`src/rtl/axi4_lite_reg_bank.sv`:
```
// AXI4-Lite slave terminating the bus in a bank of RW control registers and RO status words.
// Write AW/W are buffered independently; reads complete in one registered cycle.
module axi4_lite_reg_bank #(
    parameter int unsigned ADDR_WIDTH  = 32,
    parameter int unsigned DATA_WIDTH  = 32,
    parameter int unsigned NUM_RW_REGS = 8,
    parameter int unsigned NUM_RO_REGS = 4
) (
    input  logic                                                   clk,
    input  logic                                                   rst,
    input  logic [ADDR_WIDTH-1:0]                                  awaddr,
    input  logic [2:0]                                             awprot,
    input  logic                                                   awvalid,
    output logic                                                   awready,
    input  logic [DATA_WIDTH-1:0]                                  wdata,
    input  logic [DATA_WIDTH/8-1:0]                                wstrb,
    input  logic                                                   wvalid,
    output logic                                                   wready,
    output logic [1:0]                                             bresp,
    output logic                                                   bvalid,
    input  logic                                                   bready,
    input  logic [ADDR_WIDTH-1:0]                                  araddr,
    input  logic [2:0]                                             arprot,
    input  logic                                                   arvalid,
    output logic                                                   arready,
    output logic [DATA_WIDTH-1:0]                                  rdata,
    output logic [1:0]                                             rresp,
    output logic                                                   rvalid,
    input  logic                                                   rready,
    output logic [NUM_RW_REGS*DATA_WIDTH-1:0]                      ctrl_regs,
    output logic [NUM_RW_REGS-1:0]                                 ctrl_wr_pulse,
    input  logic [((NUM_RO_REGS > 0) ? NUM_RO_REGS : 1)*DATA_WIDTH-1:0] status_in
);

    localparam int unsigned STRB_W  = DATA_WIDTH / 8;
    localparam int unsigned IDX_LSB = $clog2(STRB_W);
    localparam int unsigned IDX_W   = ADDR_WIDTH - IDX_LSB;
    localparam logic [1:0]  RESP_OKAY   = 2'b00;
    localparam logic [1:0]  RESP_SLVERR = 2'b10;

    generate
        if (!(DATA_WIDTH == 32 || DATA_WIDTH == 64)) begin : g_bad_data_width
            $error("axi4_lite_reg_bank: DATA_WIDTH must be 32 or 64");
        end
        if (NUM_RW_REGS < 1) begin : g_bad_num_rw
            $error("axi4_lite_reg_bank: NUM_RW_REGS must be at least 1");
        end
    endgenerate

    logic                    r_live;
    logic                    r_aw_held;
    logic [IDX_W-1:0]        r_aw_idx;
    logic                    r_w_held;
    logic [DATA_WIDTH-1:0]   r_wdata;
    logic [STRB_W-1:0]       r_wstrb;
    logic                    r_bvalid;
    logic [1:0]              r_bresp;
    logic                    r_rvalid;
    logic [DATA_WIDTH-1:0]   r_rdata;
    logic [1:0]              r_rresp;
    logic [DATA_WIDTH-1:0]   r_regs [NUM_RW_REGS];
    logic [NUM_RW_REGS-1:0]  r_wr_pulse;

    logic                    w_aw_hs;
    logic                    w_w_hs;
    logic                    w_ar_hs;
    logic                    w_commit;
    logic [NUM_RW_REGS-1:0]  w_wr_sel;
    logic                    w_wr_hit;
    logic [IDX_W-1:0]        w_ar_idx;
    logic [DATA_WIDTH-1:0]   w_rd_data;
    logic [1:0]              w_rd_resp;
    logic                    w_unused_ok;

    // Ready flags are pure functions of flops; r_live keeps them low through reset.
    assign awready  = r_live & ~r_aw_held & ~r_bvalid;
    assign wready   = r_live & ~r_w_held  & ~r_bvalid;
    assign arready  = r_live & ~r_rvalid;

    assign w_aw_hs  = awvalid & awready;
    assign w_w_hs   = wvalid  & wready;
    assign w_ar_hs  = arvalid & arready;
    assign w_commit = r_aw_held & r_w_held;
    assign w_ar_idx = araddr[ADDR_WIDTH-1:IDX_LSB];

    assign bvalid        = r_bvalid;
    assign bresp         = r_bresp;
    assign rvalid        = r_rvalid;
    assign rdata         = r_rdata;
    assign rresp         = r_rresp;
    assign ctrl_wr_pulse = r_wr_pulse;

    assign w_unused_ok = &{1'b0, awprot, arprot, awaddr[IDX_LSB-1:0], araddr[IDX_LSB-1:0]};

    generate
        for (genvar g = 0; g < NUM_RW_REGS; g++) begin : g_ctrl_out
            assign ctrl_regs[g*DATA_WIDTH +: DATA_WIDTH] = r_regs[g];
        end
    endgenerate

    // One-hot RW select for the held write address; no hit means RO or out of range.
    always_comb begin
        w_wr_sel = '0;
        for (int i = 0; i < NUM_RW_REGS; i++) begin
            if (r_aw_idx == IDX_W'(i)) begin
                w_wr_sel[i] = 1'b1;
            end
        end
    end

    assign w_wr_hit = |w_wr_sel;

    // Read data mux: RW bank, then status words, otherwise SLVERR with zero data.
    always_comb begin
        w_rd_data = '0;
        w_rd_resp = RESP_SLVERR;
        for (int i = 0; i < NUM_RW_REGS; i++) begin
            if (w_ar_idx == IDX_W'(i)) begin
                w_rd_data = r_regs[i];
                w_rd_resp = RESP_OKAY;
            end
        end
        for (int k = 0; k < NUM_RO_REGS; k++) begin
            if (w_ar_idx == IDX_W'(NUM_RW_REGS + k)) begin
                w_rd_data = status_in[k*DATA_WIDTH +: DATA_WIDTH];
                w_rd_resp = RESP_OKAY;
            end
        end
    end

    // Write channel holding registers and B response.
    always_ff @(posedge clk) begin
        if (rst) begin
            r_live     <= 1'b0;
            r_aw_held  <= 1'b0;
            r_aw_idx   <= '0;
            r_w_held   <= 1'b0;
            r_wdata    <= '0;
            r_wstrb    <= '0;
            r_bvalid   <= 1'b0;
            r_bresp    <= RESP_OKAY;
            r_wr_pulse <= '0;
        end else begin
            r_live     <= 1'b1;
            r_wr_pulse <= '0;
            if (w_aw_hs) begin
                r_aw_held <= 1'b1;
                r_aw_idx  <= awaddr[ADDR_WIDTH-1:IDX_LSB];
            end
            if (w_w_hs) begin
                r_w_held <= 1'b1;
                r_wdata  <= wdata;
                r_wstrb  <= wstrb;
            end
            if (w_commit) begin
                r_aw_held  <= 1'b0;
                r_w_held   <= 1'b0;
                r_bvalid   <= 1'b1;
                r_bresp    <= w_wr_hit ? RESP_OKAY : RESP_SLVERR;
                r_wr_pulse <= w_wr_sel;
            end else if (r_bvalid && bready) begin
                r_bvalid <= 1'b0;
            end
        end
    end

    // RW register bank with per-byte strobes.
    always_ff @(posedge clk) begin
        if (rst) begin
            for (int i = 0; i < NUM_RW_REGS; i++) begin
                r_regs[i] <= '0;
            end
        end else if (w_commit) begin
            for (int i = 0; i < NUM_RW_REGS; i++) begin
                for (int j = 0; j < STRB_W; j++) begin
                    if (w_wr_sel[i] && r_wstrb[j]) begin
                        r_regs[i][j*8 +: 8] <= r_wdata[j*8 +: 8];
                    end
                end
            end
        end
    end

    // Read channel: data is captured at the AR handshake and held until accepted.
    always_ff @(posedge clk) begin
        if (rst) begin
            r_rvalid <= 1'b0;
            r_rdata  <= '0;
            r_rresp  <= RESP_OKAY;
        end else if (w_ar_hs) begin
            r_rvalid <= 1'b1;
            r_rdata  <= w_rd_data;
            r_rresp  <= w_rd_resp;
        end else if (r_rvalid && rready) begin
            r_rvalid <= 1'b0;
        end
    end

endmodule
```
`config.mk`:
```
export PLATFORM = sky130hd
export DESIGN_NAME = axi4_lite_reg_bank
export DESIGN_NICKNAME = d
export VERILOG_FILES = /design/src/rtl/axi4_lite_reg_bank.sv
export SDC_FILE = /design/constraint.sdc
export NUM_CORES = 1
export LEC_CHECK = 0
export ABC_AREA = 1
export ABC_CLOCK_PERIOD_IN_PS = 2900
export BUFFER_PORTS_ARGS = -buffer_cell sky130_fd_sc_hd__buf_2
export CAP_MARGIN = 20
export CORE_AREA = 2 2 213 215
export CTS_CLUSTER_SIZE = 16
export DETAILED_ROUTE_END_ITERATION = 10
export DIE_AREA = 0 0 215 217
export GPL_ROUTABILITY_DRIVEN = 0
export HOLD_SLACK_MARGIN = 0.1
export PLACE_DENSITY = 0.73
export SLEW_MARGIN = 20
export SYNTH_ARGS = -nofsm -noshare
export SYNTH_HDL_FRONTEND = slang
export SYNTH_SLANG_ARGS = --single-unit
export TNS_END_PERCENT = 5
```
`constraint.sdc`:
```
create_clock -name clk -period 2.9 [get_ports clk]
set_input_delay 0.87 -clock clk [delete_from_list [all_inputs] [get_ports clk]]
set_output_delay 0.87 -clock clk [all_outputs]
set_load 0.02 [all_outputs]
```
==> out/metrics.yaml, run 1 <==
crit_type: "flop to flop"
cts_buffers: 41
holdWs_ns: 0.455
fmax_mhz: 382
setup_tns_ns: 0
ys_top_cells_by_area: "edfxtp_1, dfxtp_1, nor2_1, nand2_1, nand3_1"
cts_sinks: 369
start_kind: "flop"
path_cells: "nor2_1 > nand2_1 > nor3_1 > nor3b_2 > nand2_1 > nor2_2 > nand2_2 > nor3_4 > buf_4 > nand2_2 > nand2_1"
cpPeakStageDelay_ns: 0.31
firstDrtPassIters: 5
die_y_microns: 217
final_cell_mix: "buf_2, nor2_1, nand2_1"
area_growth_pct: 32.1
finalMaxSlewViolations: 0
avgSynthCellArea_sq_um: 8.74
gr-total-overflow: 0
post-route-min-period_ns: 2.62
grt_util_met1: 0.342
multiInputGateArea_sq_um: 5650
drt-total-wl_mm: 62.6
critPathRequiredTime_ns: 3.12
synthCells: 1902
ant_nets: 0
cts_max_level: 2
tightest_slew_ns: 0.699
dpl_cell_area_sq_um: 20600
drt-initial-drc-count: 1429
synth.distinct_cells: 34
synth_seq_area_share: 0.598
busiest_layer: "met2"
cts_tree: "built"
leakage_uw: 0.00964
grt_pass1_wl_mm: 91.8
crit_arrival_ns: 2.84
hold_viol: 0
yosysWarnings: 0
crit_buf_inv: 1
timing.final.crit_share: 0.903
num_rows: 78
wl_per_cell_microns: 20.1
netlist.area_leader.share: 0.462
run_status: "finished, final reports clean"
min_path_type: "flop to flop"
netlist_area_sq_um: 16600
stdcell_area_sq_um: 22000
core-area_sq_um: 44700
fin_skew_ns: 0.0227
final_common_cell: "buf_2"
clk_latency_ns: 0.56
post-dp-hpwl_mm: 50.2
synth_top_area_cell: "edfxtp_1"
vias_per_cell: 5.16
clkTransAtPathRegs_ns: 0.06
power_uw: 12300
setup_viol: 0
rsz0062_at_grt: "no"
irDropWorstVdd_mv: 0.390
ioPinCount: 546
grt_pass1_vias: 15301
cts-root-buf: "clkbuf_16"
die_w_microns: 215
drc_errors: 0
num_vias: 16112
grtUsageMet2: 0.388
met3_usage: 0.0818
crit_fanout: 9
cts_buffer_depth: 3
crit_top_cell: "nand2_1"
regArea_sq_um: 9950
ys_seq_elements: 369
worst_setup_path_end_kind: "flop"
grt_usage: 0.260
drv_cap: 0
relSlewSlack: 0.531
io_buffers: 533
critPathTopFamily: "simple AND/OR/NAND/NOR gates"
cts_setup_buffers: 0
layout-drive-gt1-share: 0.294
p_per_area_nw_per_um2: 560
final_nets: 2726
die_area_sq_um: 46700
grt_max_degree: 56
antenna_found_initial: 5
cp_slowest_cell: "dfxtp_1"
fillers: 4243
start_util: 0.372
-- power breakdown --
| group | leakage (uW) | internal [uW] | switching, uW | total [uW] |
|---|---|---|---|---|
| clock network | 0.000670 | 3150 | 2130 | 5280 |
| logic | 0.00541 | 323 | 724 | 1050 |
| registers | 0.00356 | 5850 | 128 | 5970 |
-- stage by stage --
stage	utilization	worst slack (ns)	instances
2_1_floorplan	-	0.479	1903
3_5_place_dp	0.460	-0.0409	3042
3_3_place_gp	0.460	0.0174	3042
6_report	0.491	0.280	3121
4_1_cts	0.491	0.205	3117
5_1_grt	0.491	0.0304	3118
-- sequential cells by signal, summed over array words and instances (netlist names), 4 cells and up --
| name | flops |
|---|---|
| rdata | 32 |
| r_aw_idx | 30 |
| r_regs | 256 |
| r_wstrb | 4 |
| r_wdata | 32 |
| ctrl_wr_pulse | 8 |
-- layer usage --
metal | wire [microns] | vias to the layer above | share of wire
met1 | 25500 | 7453 | 0.41
met5 | 27 | - | 0.00043
li1 | - | 7462 | -
met2 | 26600 | 989 | 0.42
met4 | 3510 | 4 | 0.056
met3 | 6950 | 204 | 0.11
-- cells by family after synthesis --
logic type             synth area share
flip-flops                        0.598
AND/OR/NAND/NOR                   0.292
AO/OA/AOI/OAI                    0.0443
buffers and inverters            0.0651
other                          0.000226
-- repair_timing --
action | 4_1_cts | 5_1_grt
endpoints found under the setup margin | 0 | 8
hold buffers | 0 | 0
gates resized for setup | 0 | 1
-- area by class of cell --
class	instances	area share
antenna	4	0.000456
clock buffer	56	0.0525
clock inverter	19	0.00969
inverter	173	0.0296
multi-input combinational	1273	0.257
sequential	369	0.453
tap	600	0.0342
timing repair buffer	627	0.163
-- worst paths after layout --
| path | startpoint | end | slack [ns] | depth (start not counted) |
|---|---|---|---|---|
| setup / recovery | r_aw_idx[13] | r_regs[0][78] | 0.28 | 11 |
| hold / removal | r_wdata[21] | r_wdata[21] | 0.45 | 2 |
| setup reg to reg | r_aw_idx[13] | r_regs[0][78] | 0.28 | 11 |
| hold reg to reg | r_wdata[21] | r_wdata[21] | 0.45 | 2 |
-- cell usage after synthesis, drive strengths merged --
| library cell | instances |
|---|---|
| inv | 170 |
| clkinv | 3 |
| nand3 | 145 |
| edfxtp | 256 |
| nor2 | 480 |
| buf | 53 |
| o2111a | 1 |
| clkbuf | 35 |
| nor4 | 5 |
| nand4 | 97 |
| o211a | 1 |
| nor3 | 18 |
| and2 | 2 |
| nor3b | 2 |
| dfxtp | 113 |
| conb | 1 |
| a21oi | 55 |
| nand2 | 377 |
| o21ai | 88 |
-- worst min-delay path, cell delays in order, from the launching register on --
cell and delay (ns):
dfxtp_1 0.30, inv_1 0.06, a21oi_1 0.05
Power figures use the tool's default switching activity.
==> run 2, diff against run 1 <==
--- a/config.mk
+++ b/config.mk
@@ -6,7 +6,7 @@
 export NUM_CORES = 1
 export LEC_CHECK = 0
 export ABC_AREA = 1
-export ABC_CLOCK_PERIOD_IN_PS = 2900
+export ABC_CLOCK_PERIOD_IN_PS = 2450
 export BUFFER_PORTS_ARGS = -buffer_cell sky130_fd_sc_hd__buf_2
 export CAP_MARGIN = 20
 export CORE_AREA = 2 2 213 215
@@ -14,6 +14,7 @@
 export DETAILED_ROUTE_END_ITERATION = 10
 export DIE_AREA = 0 0 215 217
 export GPL_ROUTABILITY_DRIVEN = 0
+export GPL_TIMING_DRIVEN = 0
 export HOLD_SLACK_MARGIN = 0.1
 export PLACE_DENSITY = 0.73
 export SLEW_MARGIN = 20
==> constraint.sdc (replaced) <==
create_clock -name clk -period 2.45 [get_ports clk]
set_input_delay 0.735 -clock clk [delete_from_list [all_inputs] [get_ports clk]]
set_output_delay 0.735 -clock clk [all_outputs]
set_load 0.02 [all_outputs]
==> run 2 against run 1 <==
Compared with the run above: the flow now finishes with violations (negative setup slack); clock skew fell by 0.0072 ns; worst setup slack got worse by 0.30 ns; wire length is 5.5% higher; hold slack got worse by 0.083 ns; via count barely moved; design area shrank 0.74%; first-iteration DRC count increased by 11%; total power rose by 15%; clock power rose by 9.3%; die area unchanged; non-clock buffer count increased by 4; critical endpoint is now rdata[21]; largest power group unchanged.
==> out/metrics.yaml, run 2 (synthesis results as in run 1) <==
grt_usage: 0.274
ioPinCount: 546
worst_setup_path_end_kind: "flop"
regToRegSetupSlack_ns: 0.11
fillers: 4244
grt_pass1_vias: 15432
num_vias: 16121
run_status: "finished, violations left"
die_area_sq_um: 46700
finalMaxSlewViolations: 0
fin_skew_ns: 0.0156
die_y_microns: 217
start_kind: "primary input"
cts_sinks: 369
final_cell_mix: "buf_2, nor2_1, nand2_1"
setup_viol: 1
tightest_slew_ns: 1.03
critPathRequiredTime_ns: 2.87
crit_fanout: 10
worst_r2r_endpoint: "r_regs[1][102]"
power_uw: 14100
wl_met1_mm: 25.5
cts-root-buf: "clkbuf_16"
final_common_cell: "buf_2"
rr_worst_depth: 5
post-route-min-period_ns: 2.47
regMostFlops: "r_regs"
cts_buffer_depth: 3
worstHoldStart: "bready"
post-dp-hpwl_mm: 53.9
drt-initial-drc-count: 1587
post-place-ws_ns: -0.917
layout-drive-gt1-share: 0.298
drc_errors: 0
firstDrtPassIters: 7
clk_latency_ns: 0.56
route.met2.wl_mm: 29.9
num_rows: 78
cts_buffers: 40
start_util: 0.372
wl_per_cell_microns: 21.1
rsz0062_at_grt: "yes"
vias_per_cell: 5.16
r2r-start: "r_aw_idx[4]"
min_path_type: "primary input to flop"
crit_type: "primary input to flop"
violations: "negative setup slack"
fin_ws_ns: -0.0240
leakage_uw: 0.00952
irDropWorstVdd_mv: 0.510
routed-wl-met3_mm: 7.15
gr-total-overflow: 0
fmax_mhz: 404
core-area_sq_um: 44700
drv_cap: 0
final_nets: 2729
ant_nets: 0
clkTransAtPathRegs_ns: 0.06
holdBufCountCts: 0
cts_max_level: 2
area_growth_pct: 31.1
fin_cells: 3123
io_buffers: 532
cts_tree: "built"
p_per_area_nw_per_um2: 648
min_to: "bvalid"
relSlewSlack: 0.315
holdPathStages: 2
grt_max_degree: 15
grt_pass1_wl_mm: 95.3
routed.top_layer: "met5"
dp.cells: 3039
crit_arrival_ns: 2.89
largest_reg_flops: 256
antenna_found_initial: 2
drt-total-wl_mm: 66.0
die_w_microns: 215
hold_viol: 0
timing.final.crit_share: 1.01
## run 2: changes by cell type in the layout (fill, tap and decap cells not counted), moves of 15 or more
cell,delta
buf_4,-62
nand2_1,-37
clkbuf_1,+32
buf_2,+30
nand2_2,+20
nand2_4,+17
buf_12,-15
## run 2: worst max path at each step
stage / end / startpoint / slack, ns
2_1_floorplan: r_regs[1][64] / rst / 0.16
3_3_place_gp: r_regs[1][114] / rst / -1.0
3_5_place_dp: r_regs[1][114] / rst / -0.92
4_1_cts: r_regs[0][18] / r_aw_idx[20] / -0.08
5_1_grt: r_regs[1][81] / rst / -0.02
6_report: rdata[21] / araddr[13] / -0.02
## run 2: cell type report
class                      count  area (sq um)  area share
tap                          600           751      0.0344
sequential                   369          9950       0.456
clock buffer                  53          1090      0.0501
buffer                        88           460      0.0211
antenna                        4          10.0    0.000459
clock inverter                20           144     0.00660
timing repair buffer         543          2770       0.127
multi-input combinational   1273          5970       0.274
inverter                     173           651      0.0298
## run 2: routing by layer
layer,track usage,up-vias
li1,-,7473
met1,0.341,7474
met2,0.439,994
met3,0.0785,178
met4,0.132,2
met5,0,-
## run 2: what timing repair did
action,CTS,global route
gates resized for setup,54,53
pin swaps,4,4
buffers inserted,4,3
setup endpoints to repair,263,276
## run 2: critical path, cell delays in order
cell and delay (ns):
buf_2 0.08, nor2_1 0.03, and2_1 0.15, nand2_2 0.15, buf_6 0.25, nor2_4 0.10
buf_2 0.20, nand3_1 0.08, nand4_1 0.15, nor2_1 0.38, nand4_1 0.17, nor2_1 0.18
nand4_1 0.09, nand2_1 0.07, a21oi_1 0.05
## run 2: where the power goes
part / total, uW / switching, uW / internal [uW]
Sequential: 7080 / 165 / 6920
Combinational: 1280 / 888 / 387
Clock: 5770 / 2510 / 3260
Total: 14100 / 3560 / 10600
## run 2: metrics by stage
| step | TNS [ns] | area [sq um] | hold slack [ns] | utilization |
|---|---|---|---|---|
| final | -0.0240 | 21800 | 0.372 | 0.488 |
| after global routing | -0.347 | 21800 | 0.378 | 0.487 |
| after CTS | -2.21 | 21500 | 0.348 | 0.482 |
| after detailed placement | -228.46 | 20100 | 0.447 | 0.449 |
| after global placement | -220.97 | 20000 | 0.442 | 0.448 |
| after floorplan | 0 | 16600 | 0.430 | - |
==> run 3, diff against run 2 <==
--- a/config.mk
+++ b/config.mk
@@ -17,6 +17,7 @@
 export GPL_TIMING_DRIVEN = 0
 export HOLD_SLACK_MARGIN = 0.1
 export PLACE_DENSITY = 0.73
+export REMOVE_ABC_BUFFERS = 1
 export SLEW_MARGIN = 20
 export SYNTH_ARGS = -nofsm -noshare
 export SYNTH_HDL_FRONTEND = slang
==> run 3 against run 2 <==
Compared with the run above: the flow finishes with violations (design-rule violations); die area unchanged; count of clock-buffer cells in the layout up 4; sequential share of layout area fell by 0.97 points; register-to-register slack got worse by 0.11 ns; cell count decreased by 0.96%; worst setup slack better by 0.024 ns; first-iteration DRC count is 11% higher; total power is 1.9% higher; design area increased by 2.2%; critical endpoint is now r_regs[1][47]; largest power group unchanged.
==> out/metrics.yaml, run 3 (synthesis results as in run 1) <==
vias_per_cell: 5.30
p_seq_frac: 0.492
cts_buffer_depth: 3
fmax_mhz: 408
holdBufCountCts: 0
grt_usage: 0.262
rr_worst_depth: 7
fin_cells: 3093
ioPinCount: 546
area_growth_pct: 34.0
power_uw: 14400
crit_buf_inv: 1
drv_cap: 0
violations: "design-rule violations"
r2r-start: "r_aw_idx[4]"
worstHoldStart: "bready"
worst_setup_path_end_kind: "flop"
cts_sinks: 369
firstDrtPassIters: 9
drt-initial-drc-count: 1768
crit_type: "flop to flop"
crit_fanout: 9
holdWs_ns: 0.374
regToRegSetupSlack_ns: 0.0001
cts-root-buf: "clkbuf_16"
min_path_type: "primary input to flop"
dp.cells: 2973
setup_viol: 0
timing.final.crit_share: 1.00
tightest_slew_ns: 0.732
cp_slowest_cell: "nor4_4"
num_rows: 78
p_per_area_nw_per_um2: 647
run_status: "finished, violations left"
rsz0062_at_grt: "yes"
cts_buffers: 42
stdcell_area_sq_um: 22300
crit_arrival_ns: 2.68
die_w_microns: 215
critPathTopFamily: "simple AND/OR/NAND/NOR gates"
setup_tns_ns: 0
layout-drive-gt1-share: 0.310
swShare: 0.251
clk_latency_ns: 0.56
grt_max_degree: 61
final_common_cell: "buf_2"
worst_r2r_endpoint: "r_regs[1][47]"
critPathRequiredTime_ns: 2.68
min_to: "bvalid"
intPower_uw: 10800
post-dp-hpwl_mm: 47.3
cts_max_level: 2
drt-total-wl_mm: 65.5
irDropWorstVdd_mv: 0.568
grt_pass1_vias: 15496
relSlewSlack: 0.512
die_area_sq_um: 46700
cts_tree: "built"
path_cells: "nor4_4 > nand2_1 > nor2_1 > nand2_1 > clkinvlp_4 > nand2_2 > nand2_2"
p_sw_uw: 3620
start_util: 0.372
ant_nets: 0
core-area_sq_um: 44700
num_vias: 16402
finalMaxSlewViolations: 0
gr-total-overflow: 0
comb_power_share: 0.087
leakage_uw: 0.00964
final_nets: 2696
antenna_found_initial: 8
wl_per_cell_microns: 21.2
cpPeakStageDelay_ns: 0.44
drc_errors: 2
io_buffers: 533
hold_viol: 0
regMostFlops: "r_regs"
dpl_cell_area_sq_um: 20100
die_y_microns: 217
grt_pass1_wl_mm: 92.6
post-route-min-period_ns: 2.45
start_kind: "flop"
holdPathStages: 2
final_cell_mix: "buf_2, nor2_1, nand2_1"
pwr-share-clk: 0.421
largest_reg_flops: 256
clkTransAtPathRegs_ns: 0.06
fin_skew_ns: 0.0156
run 3: cell types whose count changed in the layout (fill, tap and decap cells not counted), sizes merged, moves of 2 or more:
cell      previous run  this run
nor2               480       482
inv                173       168
clkbuf              93        57
clkinv              16        21
clkinvlp             3         5
buf                591       593
run 3: power groups by stage:
stage	sequential [uW]	combinational, uW	clock, uW
finish	7090	1260	6060
global route	7100	1350	6350
CTS	7080	1230	6110
detailed placement	7210	1200	0
global placement	7200	1160	0
floorplan	7390	369	0
run 3: cell type report:
class	count	area, sq um
Antenna cell	4	10.0
Clock buffer	57	1210
Clock inverter	21	111
Fill cell	4064	22400
Inverter	173	672
Multi-Input combinational cell	1276	6070
Sequential cell	369	9950
Tap cell	600	751
Timing Repair Buffer	593	3490
run 3: stage by stage:
stage,worst slack [ns],utilization
detailed placement,-1.05,0.451
floorplan,-1.62,-
global placement,-5.23,0.439
CTS,-0.131,0.489
global route,-0.153,0.498
finish,0.0000990,0.498
run 3: worst max path at each step:
stage	cells after the start	end	start	slack (ns)
6_report	7	r_regs[1][47]	r_aw_idx[4]	0.0001
5_1_grt	7	r_regs[1][11]	r_aw_idx[4]	-0.15
4_1_cts	16	rdata[7]	araddr[19]	-0.13
3_5_place_dp	11	rdata[25]	araddr[17]	-1.05
3_3_place_gp	3	r_regs[1][83]	rst	-5.23
2_1_floorplan	13	rdata[0]	araddr[21]	-1.62
run 3: worst reg2reg max path, cell delays in order (launching register included):
cell and delay [ns]:
dfxtp_1 0.33, nor4_4 0.44, nand2_1 0.26, nor2_1 0.20
nand2_1 0.14, clkinvlp_4 0.27, nand2_2 0.22, nand2_2 0.26
run 3: what timing repair did:
item,CTS,global route
gates cloned,0,3
setup endpoints to repair,510,297
pin swaps,7,18
resized for setup,66,31
setup buffers,11,24
run 3: per-layer routing:
metal | vias to the layer above | part of all wire | global-route usage
met5 | - | 0.00052 | 0
met4 | 6 | 0.048 | 0.121
met3 | 211 | 0.11 | 0.0744
met2 | 1057 | 0.46 | 0.428
met1 | 7702 | 0.38 | 0.322
li1 | 7426 | - | -
